--- src/rtl/mixcolumn_stream.sv ---
// mixcolumn_stream: byte-serial AES MixColumns / InvMixColumns engine.
// Collects one 4-byte column over a LANES-wide valid/ready stream, then
// transforms it into a double-buffered output register that drains in the
// same lane order. The next column is accepted while the previous one drains.
// Optional build macro MIXCOL_BYPASS_EN adds in_bypass. When that bypass is
// held high, columns pass through unchanged (AES final round).
module mixcolumn_stream #(
  parameter int LANES = 1,
  parameter int NB    = 4
) (
  input  logic               clk,
  input  logic               rst,
  input  logic               in_valid,
  output logic               in_ready,
  input  logic [8*LANES-1:0] in_data,
  input  logic               in_inv,
`ifdef MIXCOL_BYPASS_EN
  input  logic               in_bypass,
`endif
  output logic               out_valid,
  input  logic               out_ready,
  output logic [8*LANES-1:0] out_data,
  output logic               out_last,
  output logic               busy
);

  localparam int         BPC       = 4 / LANES;
  localparam int         W         = 8 * LANES;
  localparam logic [1:0] BEAT_LAST = 2'(BPC - 1);
  localparam logic [2:0] COL_LAST  = 3'(NB - 1);

  generate
    if (LANES != 1 && LANES != 2 && LANES != 4) begin : g_bad_lanes
      $error("mixcolumn_stream: LANES must be 1, 2 or 4");
    end
    if (NB < 1 || NB > 8) begin : g_bad_nb
      $error("mixcolumn_stream: NB must be in 1..8");
    end
  endgenerate

  typedef enum logic {ACC, HOLD} state_t;

  state_t      state_reg, state_next;
  logic [1:0]  beat_reg;
  logic [2:0]  col_reg;
  logic        inv_reg;
  logic        hold_last_reg;
  logic [31:0] acc_reg;
  logic [31:0] obuf_reg;
  logic        ofull_reg;
  logic        olast_reg;
  logic [1:0]  obeat_reg;
`ifdef MIXCOL_BYPASS_EN
  logic        byp_reg;
`endif

  logic        in_fire;
  logic        out_fire;
  logic        out_drain;
  logic        buf_free;
  logic        first_beat;
  logic        load_buf;
  logic        load_last;
  logic        use_inv;
  logic        use_byp;
  logic [31:0] merged_col;
  logic [31:0] src_col;
  logic [31:0] fwd_col;
  logic [31:0] inv_col;
  logic [31:0] res_col;

  // GF(2^8) multiply-by-two, reduction polynomial 0x11B
  function automatic logic [7:0] xt(input logic [7:0] x);
    return {x[6:0], 1'b0} ^ (x[7] ? 8'h1b : 8'h00);
  endfunction

  assign in_fire    = in_valid && in_ready;
  assign out_fire   = ofull_reg && out_ready;
  assign out_drain  = out_fire && (obeat_reg == BEAT_LAST);
  assign buf_free   = !ofull_reg || out_drain;
  assign first_beat = (beat_reg == 2'd0) && (col_reg == 3'd0);

  // Current column with this beat's bytes dropped into their slot
  always_comb begin
    merged_col = acc_reg;
    merged_col[int'(beat_reg) * W +: W] = in_data;
  end

  // A parked column comes from the accumulator; otherwise the completing beat
  assign src_col = (state_reg == HOLD) ? acc_reg : merged_col;

  // Mode for the column being transferred. On the first beat of a state the
  // register is only being loaded, so the live input is used instead.
  always_comb begin
    use_inv = inv_reg;
    use_byp = 1'b0;
`ifdef MIXCOL_BYPASS_EN
    use_byp = byp_reg;
`endif
    if (state_reg == ACC && first_beat) begin
      use_inv = in_inv;
`ifdef MIXCOL_BYPASS_EN
      use_byp = in_bypass;
`endif
    end
  end

  // Per-byte forward and inverse column transforms
  logic [7:0] a_b  [4];
  logic [7:0] x2_b [4];
  logic [7:0] x4_b [4];
  logic [7:0] x8_b [4];

  genvar gi;
  generate
    for (gi = 0; gi < 4; gi++) begin : g_byte
      assign a_b[gi]  = src_col[8*gi +: 8];
      assign x2_b[gi] = xt(a_b[gi]);
      assign x4_b[gi] = xt(x2_b[gi]);
      assign x8_b[gi] = xt(x4_b[gi]);
      assign fwd_col[8*gi +: 8] = x2_b[gi]
                                ^ (x2_b[(gi+1)%4] ^ a_b[(gi+1)%4])
                                ^ a_b[(gi+2)%4]
                                ^ a_b[(gi+3)%4];
      assign inv_col[8*gi +: 8] = (x8_b[gi] ^ x4_b[gi] ^ x2_b[gi])
                                ^ (x8_b[(gi+1)%4] ^ x2_b[(gi+1)%4] ^ a_b[(gi+1)%4])
                                ^ (x8_b[(gi+2)%4] ^ x4_b[(gi+2)%4] ^ a_b[(gi+2)%4])
                                ^ (x8_b[(gi+3)%4] ^ a_b[(gi+3)%4]);
    end
  endgenerate

  assign res_col = use_byp ? src_col : (use_inv ? inv_col : fwd_col);

  // Accumulator FSM state register
  always_ff @(posedge clk or posedge rst) begin
    if (rst) begin
      state_reg <= ACC;
    end else begin
      state_reg <= state_next;
    end
  end

  // Accumulator FSM: input handshake and hand-off into the output buffer
  always_comb begin
    state_next = state_reg;
    in_ready   = 1'b0;
    load_buf   = 1'b0;
    load_last  = hold_last_reg;
    case (state_reg)
      ACC: begin
        in_ready = !rst;
        if (in_valid && !rst && beat_reg == BEAT_LAST) begin
          load_last = (col_reg == COL_LAST);
          if (buf_free) begin
            load_buf = 1'b1;
          end else begin
            state_next = HOLD;
          end
        end
      end
      HOLD: begin
        if (buf_free) begin
          load_buf   = 1'b1;
          state_next = ACC;
        end
      end
    endcase
  end

  // Accumulator storage, beat/column counters and per-state mode capture
  always_ff @(posedge clk or posedge rst) begin
    if (rst) begin
      acc_reg       <= '0;
      beat_reg      <= '0;
      col_reg       <= '0;
      inv_reg       <= 1'b0;
      hold_last_reg <= 1'b0;
`ifdef MIXCOL_BYPASS_EN
      byp_reg       <= 1'b0;
`endif
    end else if (in_fire) begin
      acc_reg  <= merged_col;
      beat_reg <= (beat_reg == BEAT_LAST) ? 2'd0 : beat_reg + 2'd1;
      if (beat_reg == BEAT_LAST) begin
        col_reg       <= (col_reg == COL_LAST) ? 3'd0 : col_reg + 3'd1;
        hold_last_reg <= (col_reg == COL_LAST);
      end
      if (first_beat) begin
        inv_reg <= in_inv;
`ifdef MIXCOL_BYPASS_EN
        byp_reg <= in_bypass;
`endif
      end
    end
  end

  // Output buffer: load a finished column, else shift one beat out per handshake
  always_ff @(posedge clk or posedge rst) begin
    if (rst) begin
      obuf_reg  <= '0;
      ofull_reg <= 1'b0;
      olast_reg <= 1'b0;
      obeat_reg <= '0;
    end else if (load_buf) begin
      obuf_reg  <= res_col;
      ofull_reg <= 1'b1;
      olast_reg <= load_last;
      obeat_reg <= 2'd0;
    end else if (out_fire) begin
      obuf_reg  <= obuf_reg >> W;
      obeat_reg <= (obeat_reg == BEAT_LAST) ? 2'd0 : obeat_reg + 2'd1;
      if (obeat_reg == BEAT_LAST) begin
        ofull_reg <= 1'b0;
      end
    end
  end

  assign out_valid = ofull_reg;
  assign out_data  = obuf_reg[W-1:0];
  assign out_last  = ofull_reg && (obeat_reg == BEAT_LAST) && olast_reg;
  assign busy      = (beat_reg != 2'd0) || (state_reg == HOLD) || ofull_reg;

endmodule

--- config.mk ---
export PLATFORM = sky130hd
export DESIGN_NAME = mixcolumn_stream
export DESIGN_NICKNAME = d
export VERILOG_FILES = /design/src/rtl/mixcolumn_stream.sv
export SDC_FILE = /design/constraint.sdc
export NUM_CORES = 1
export LEC_CHECK = 0
export CAP_MARGIN = 20
export CORE_UTILIZATION = 45
export CTS_CLUSTER_SIZE = 25
export DETAILED_ROUTE_END_ITERATION = 8
export PLACE_DENSITY = 0.66
export SYNTH_ARGS = -nofsm -noshare
export SYNTH_HDL_FRONTEND = slang
export SYNTH_SLANG_ARGS = --single-unit
--- constraint.sdc ---
create_clock -name clk -period 6.5 [get_ports clk]
set_input_delay 1.95 -clock clk [delete_from_list [all_inputs] [get_ports clk]]
set_output_delay 1.95 -clock clk [all_outputs]
set_load 0.01 [all_outputs]
==> results <==
- The run finished with clean final reports.
- Buffers placed on the I/O ports in this run total 24.
- The worst setup path is captured at an output port.
- The library cell with the largest summed area after synthesis is sky130_fd_sc_hd__dfrtp_1.
- The area added between synthesis and finish is 8.22%.
- The setup clock skew after layout is slightly above 0.008 ns.
- Sorting the synthesized cells by area gives the leading types as sky130_fd_sc_hd__dfrtp_1, sky130_fd_sc_hd__xnor2_1, sky130_fd_sc_hd__xor2_1, sky130_fd_sc_hd__nand2_1, sky130_fd_sc_hd__o21ai_0.
- Setup violations remaining at the end of the flow were counted as 0.
- The worst setup path is launched from a primary input.
- The TritonCTS clock tree is built.
- The post-cts repair resize count is 0.
- The number of buffers on the longest clock path is 2.
- The tightest hold path in the finished design has a slack of 0.477 ns.
- Of the cells placed in the final design, the portion with a size suffix greater than 1 is 0.108.
- The critical path endpoint is in_ready.
- The number of antenna violations at the first check in global routing is 0.
- The post-synthesis async set-or-reset flop share is 1.00.
- The transition time at the pin with the least slew margin is 0.957 ns.
- For this configuration, the core starts out at a cell density of 0.465.
- The final clock period utilization by the worst path is 0.774.
- The netlist area before placement is 7130 sq um.
- Among all cell types in the netlist, the one instantiated most often is sky130_fd_sc_hd__xnor2_1.
- The number of top-level design ports is 25.
- Setup repair after global routing left no endpoint under its margin.
- The root buffer cell is sky130_fd_sc_hd__clkbuf_16.
- The worst register-to-register path ends at obuf_reg[4].
- The HPWL after detailed placement is 13.8 mm.
- The total clock buffers created by CTS is 9.
- The most frequently used flop master after synthesis is sky130_fd_sc_hd__dfrtp_1.
- The cell count after synthesis came out at 787.
- The sum of routed wire length over all layers is ~18 mm.
- Measured against its own limit, the worst slew margin works out to 0.359.
- After the first detailed-routing iteration, the DRC count stood at between 300 and 400.
- Sorting the synthesized cells by how often they occur yields sky130_fd_sc_hd__xnor2_1, sky130_fd_sc_hd__nand2_1, sky130_fd_sc_hd__dfrtp_1, sky130_fd_sc_hd__o21ai_0, sky130_fd_sc_hd__xor2_1.
- The net count of the finished layout is 797.
- The sum of negative setup slack is 0 ns.
- The maximum number of pins on one net before global-route repair is 43.
- The post-detailed-route wirelength per cell is between 15 and 20 microns.
- The vertical die dimension is 128 microns.
- The category of the critical setup timing path is in -> out.
- The die covers 16,300 sq um.
- Post-CTS timing repair inserted 0 buffers for setup.
- For this run, the number of Yosys warnings is 0.
- For flop-to-flop paths, the worst setup slack is 2.09 ns.
- Routability-driven placement finished with a final weighted congestion of 0.928.
- In this run the worst path has a maximum fanout of 3.
- Measured along the x axis, the die boundary spans 128 microns.
- The total congestion overflow is 0.
- For the worst setup path, the data arrival time is 3.08 ns.
- The mean instance size in the synthesized netlist is 9.06 sq um.
- The post-CTS clock slew at the launch and capture registers of the worst setup and hold paths is roughly 0.060 ns.
- The smallest clock period supported by the final layout is computed as 5.03 ns.
- The share of the synthesized area in the top cell type is 0.267.
- The total DRC errors in the routed layout is 0.
- The number of max-capacitance violations reported is 0.
- Tracing the worst setup path back leads to its startpoint at rst.
- In this run, synthesis produced a sequential element count of 76.
- The clock tree synthesis step divided the H-tree into 3 levels.
- Counting every net in the synthesized netlist gives 809.
- Yosys mapped a number of flops with a built-in enable equal to 0.
- The number of antenna diodes in the final layout is 0.
- The required time of the worst setup path is 4.55 ns.
- For the worst-skew pair, the clock arrives at the later sink with an insertion delay of 0.35 ns.
- The via count of the first global-routing pass was 5,119.
- The number of cells traversed by the worst register-to-register path is 11.
- In the global route stage, overall resource usage came out at 0.235.
- The routed layout has between 5,000 and 6,000 vias.
- The floorplan has 45 rows.
- The share of the Yosys chip area taken by registers is 0.267.
- The number of iterations in the first detailed-routing pass is 7.
- The netlist uses 67 different library cells.
- The number of hold buffers added after CTS was 0.
- The detail route stage leaves a number of antenna-violating nets equal to 0.
- The startpoint identified for the worst register-to-register timing path is beat_reg[0].
- The tightest min-delay check is of the reg -> reg type.
- The area of the core is 15,300 sq um.
- The top achievable clock speed is ~200 MHz.
- The final-report hold violation count came to 0.
- Using the TritonRoute via totals, the vias-per-cell ratio works out to 5.44.
- The number of sinks handled by clock tree synthesis is 76.
- The max-slew violation count is 0.
- The global-route wire length before repair is 29.1 mm.
==> routing by layer <==
metal,GRT usage,part of all wire,up-vias
met5,0,0,-
met4,0.0706,0.016,0
met3,0.0296,0.043,26
met2,0.363,0.45,156
met1,0.341,0.49,2557
li1,-,-,2648
==> cell families (layout without fill, tap and decap cells) <==
kind of cell	Yosys count	in the layout	synth area share
buffers and inverters	66	59	0.0511
XOR/XNOR	230	230	0.311
AO/OA/AOI/OAI	160	160	0.150
multiplexers	30	30	0.0479
flip-flops	76	76	0.267
AND/OR/NAND/NOR	216	216	0.157
adder cells (fa/ha/maj)	9	9	0.0158
==> worst min-delay path by stage <==
| stage | from | endpoint | slack [ns] | depth (start not counted) |
|---|---|---|---|---|
| floorplan | olast_reg | olast_reg | 0.44 | 2 |
| global placement | acc_reg[20] | acc_reg[20] | 0.47 | 2 |
| detailed placement | olast_reg | olast_reg | 0.47 | 2 |
| CTS | olast_reg | olast_reg | 0.48 | 2 |
| global route | olast_reg | olast_reg | 0.49 | 2 |
| finish | olast_reg | olast_reg | 0.48 | 2 |
==> stage by stage <==
step | cell area [sq um] | std cells | util | setup WS [ns]
after floorplan | 7130 | 787 | - | 2.27
after global routing | 7710 | 991 | 0.504 | 1.44
after detailed placement | 7390 | 975 | 0.483 | 1.43
after CTS | 7710 | 991 | 0.504 | 1.46
after global placement | 7390 | 975 | 0.483 | 1.44
final | 7710 | 991 | 0.504 | 1.47
==> worst max-delay path, cell delays in order <==
cell and delay (ns):
sky130_fd_sc_hd__clkdlybuf4s50_1 0.45, sky130_fd_sc_hd__nor2_1 0.12, sky130_fd_sc_hd__clkdlybuf4s50_1 0.56
==> final cells by class <==
class | count | area (sq um)
Clock inverter | 3 | 42.5
Clock buffer | 13 | 280
Inverter | 11 | 42.5
Fill cell | 1509 | 7600
Sequential cell | 76 | 1900
Timing Repair Buffer | 32 | 300
Tap cell | 211 | 264
Multi-Input combinational cell | 645 | 4880
==> cell usage in the layout (no fill, tap or decap), drive strengths merged, types with 11 or more instances in the layout <==
cell type / n
clkbuf: 13
a21oi: 43
clkdlybuf4s50: 24
o21ai: 62
nor2: 27
xor2: 49
dfrtp: 76
mux2: 14
mux2i: 16
and3: 24
nand3: 20
nand2: 101
o22ai: 11
xnor2: 172
a211oi: 14
Power is left out: the tool's default activity adds up to more than one toggle a clock period on the data nets, which glitch-free logic cannot reach.
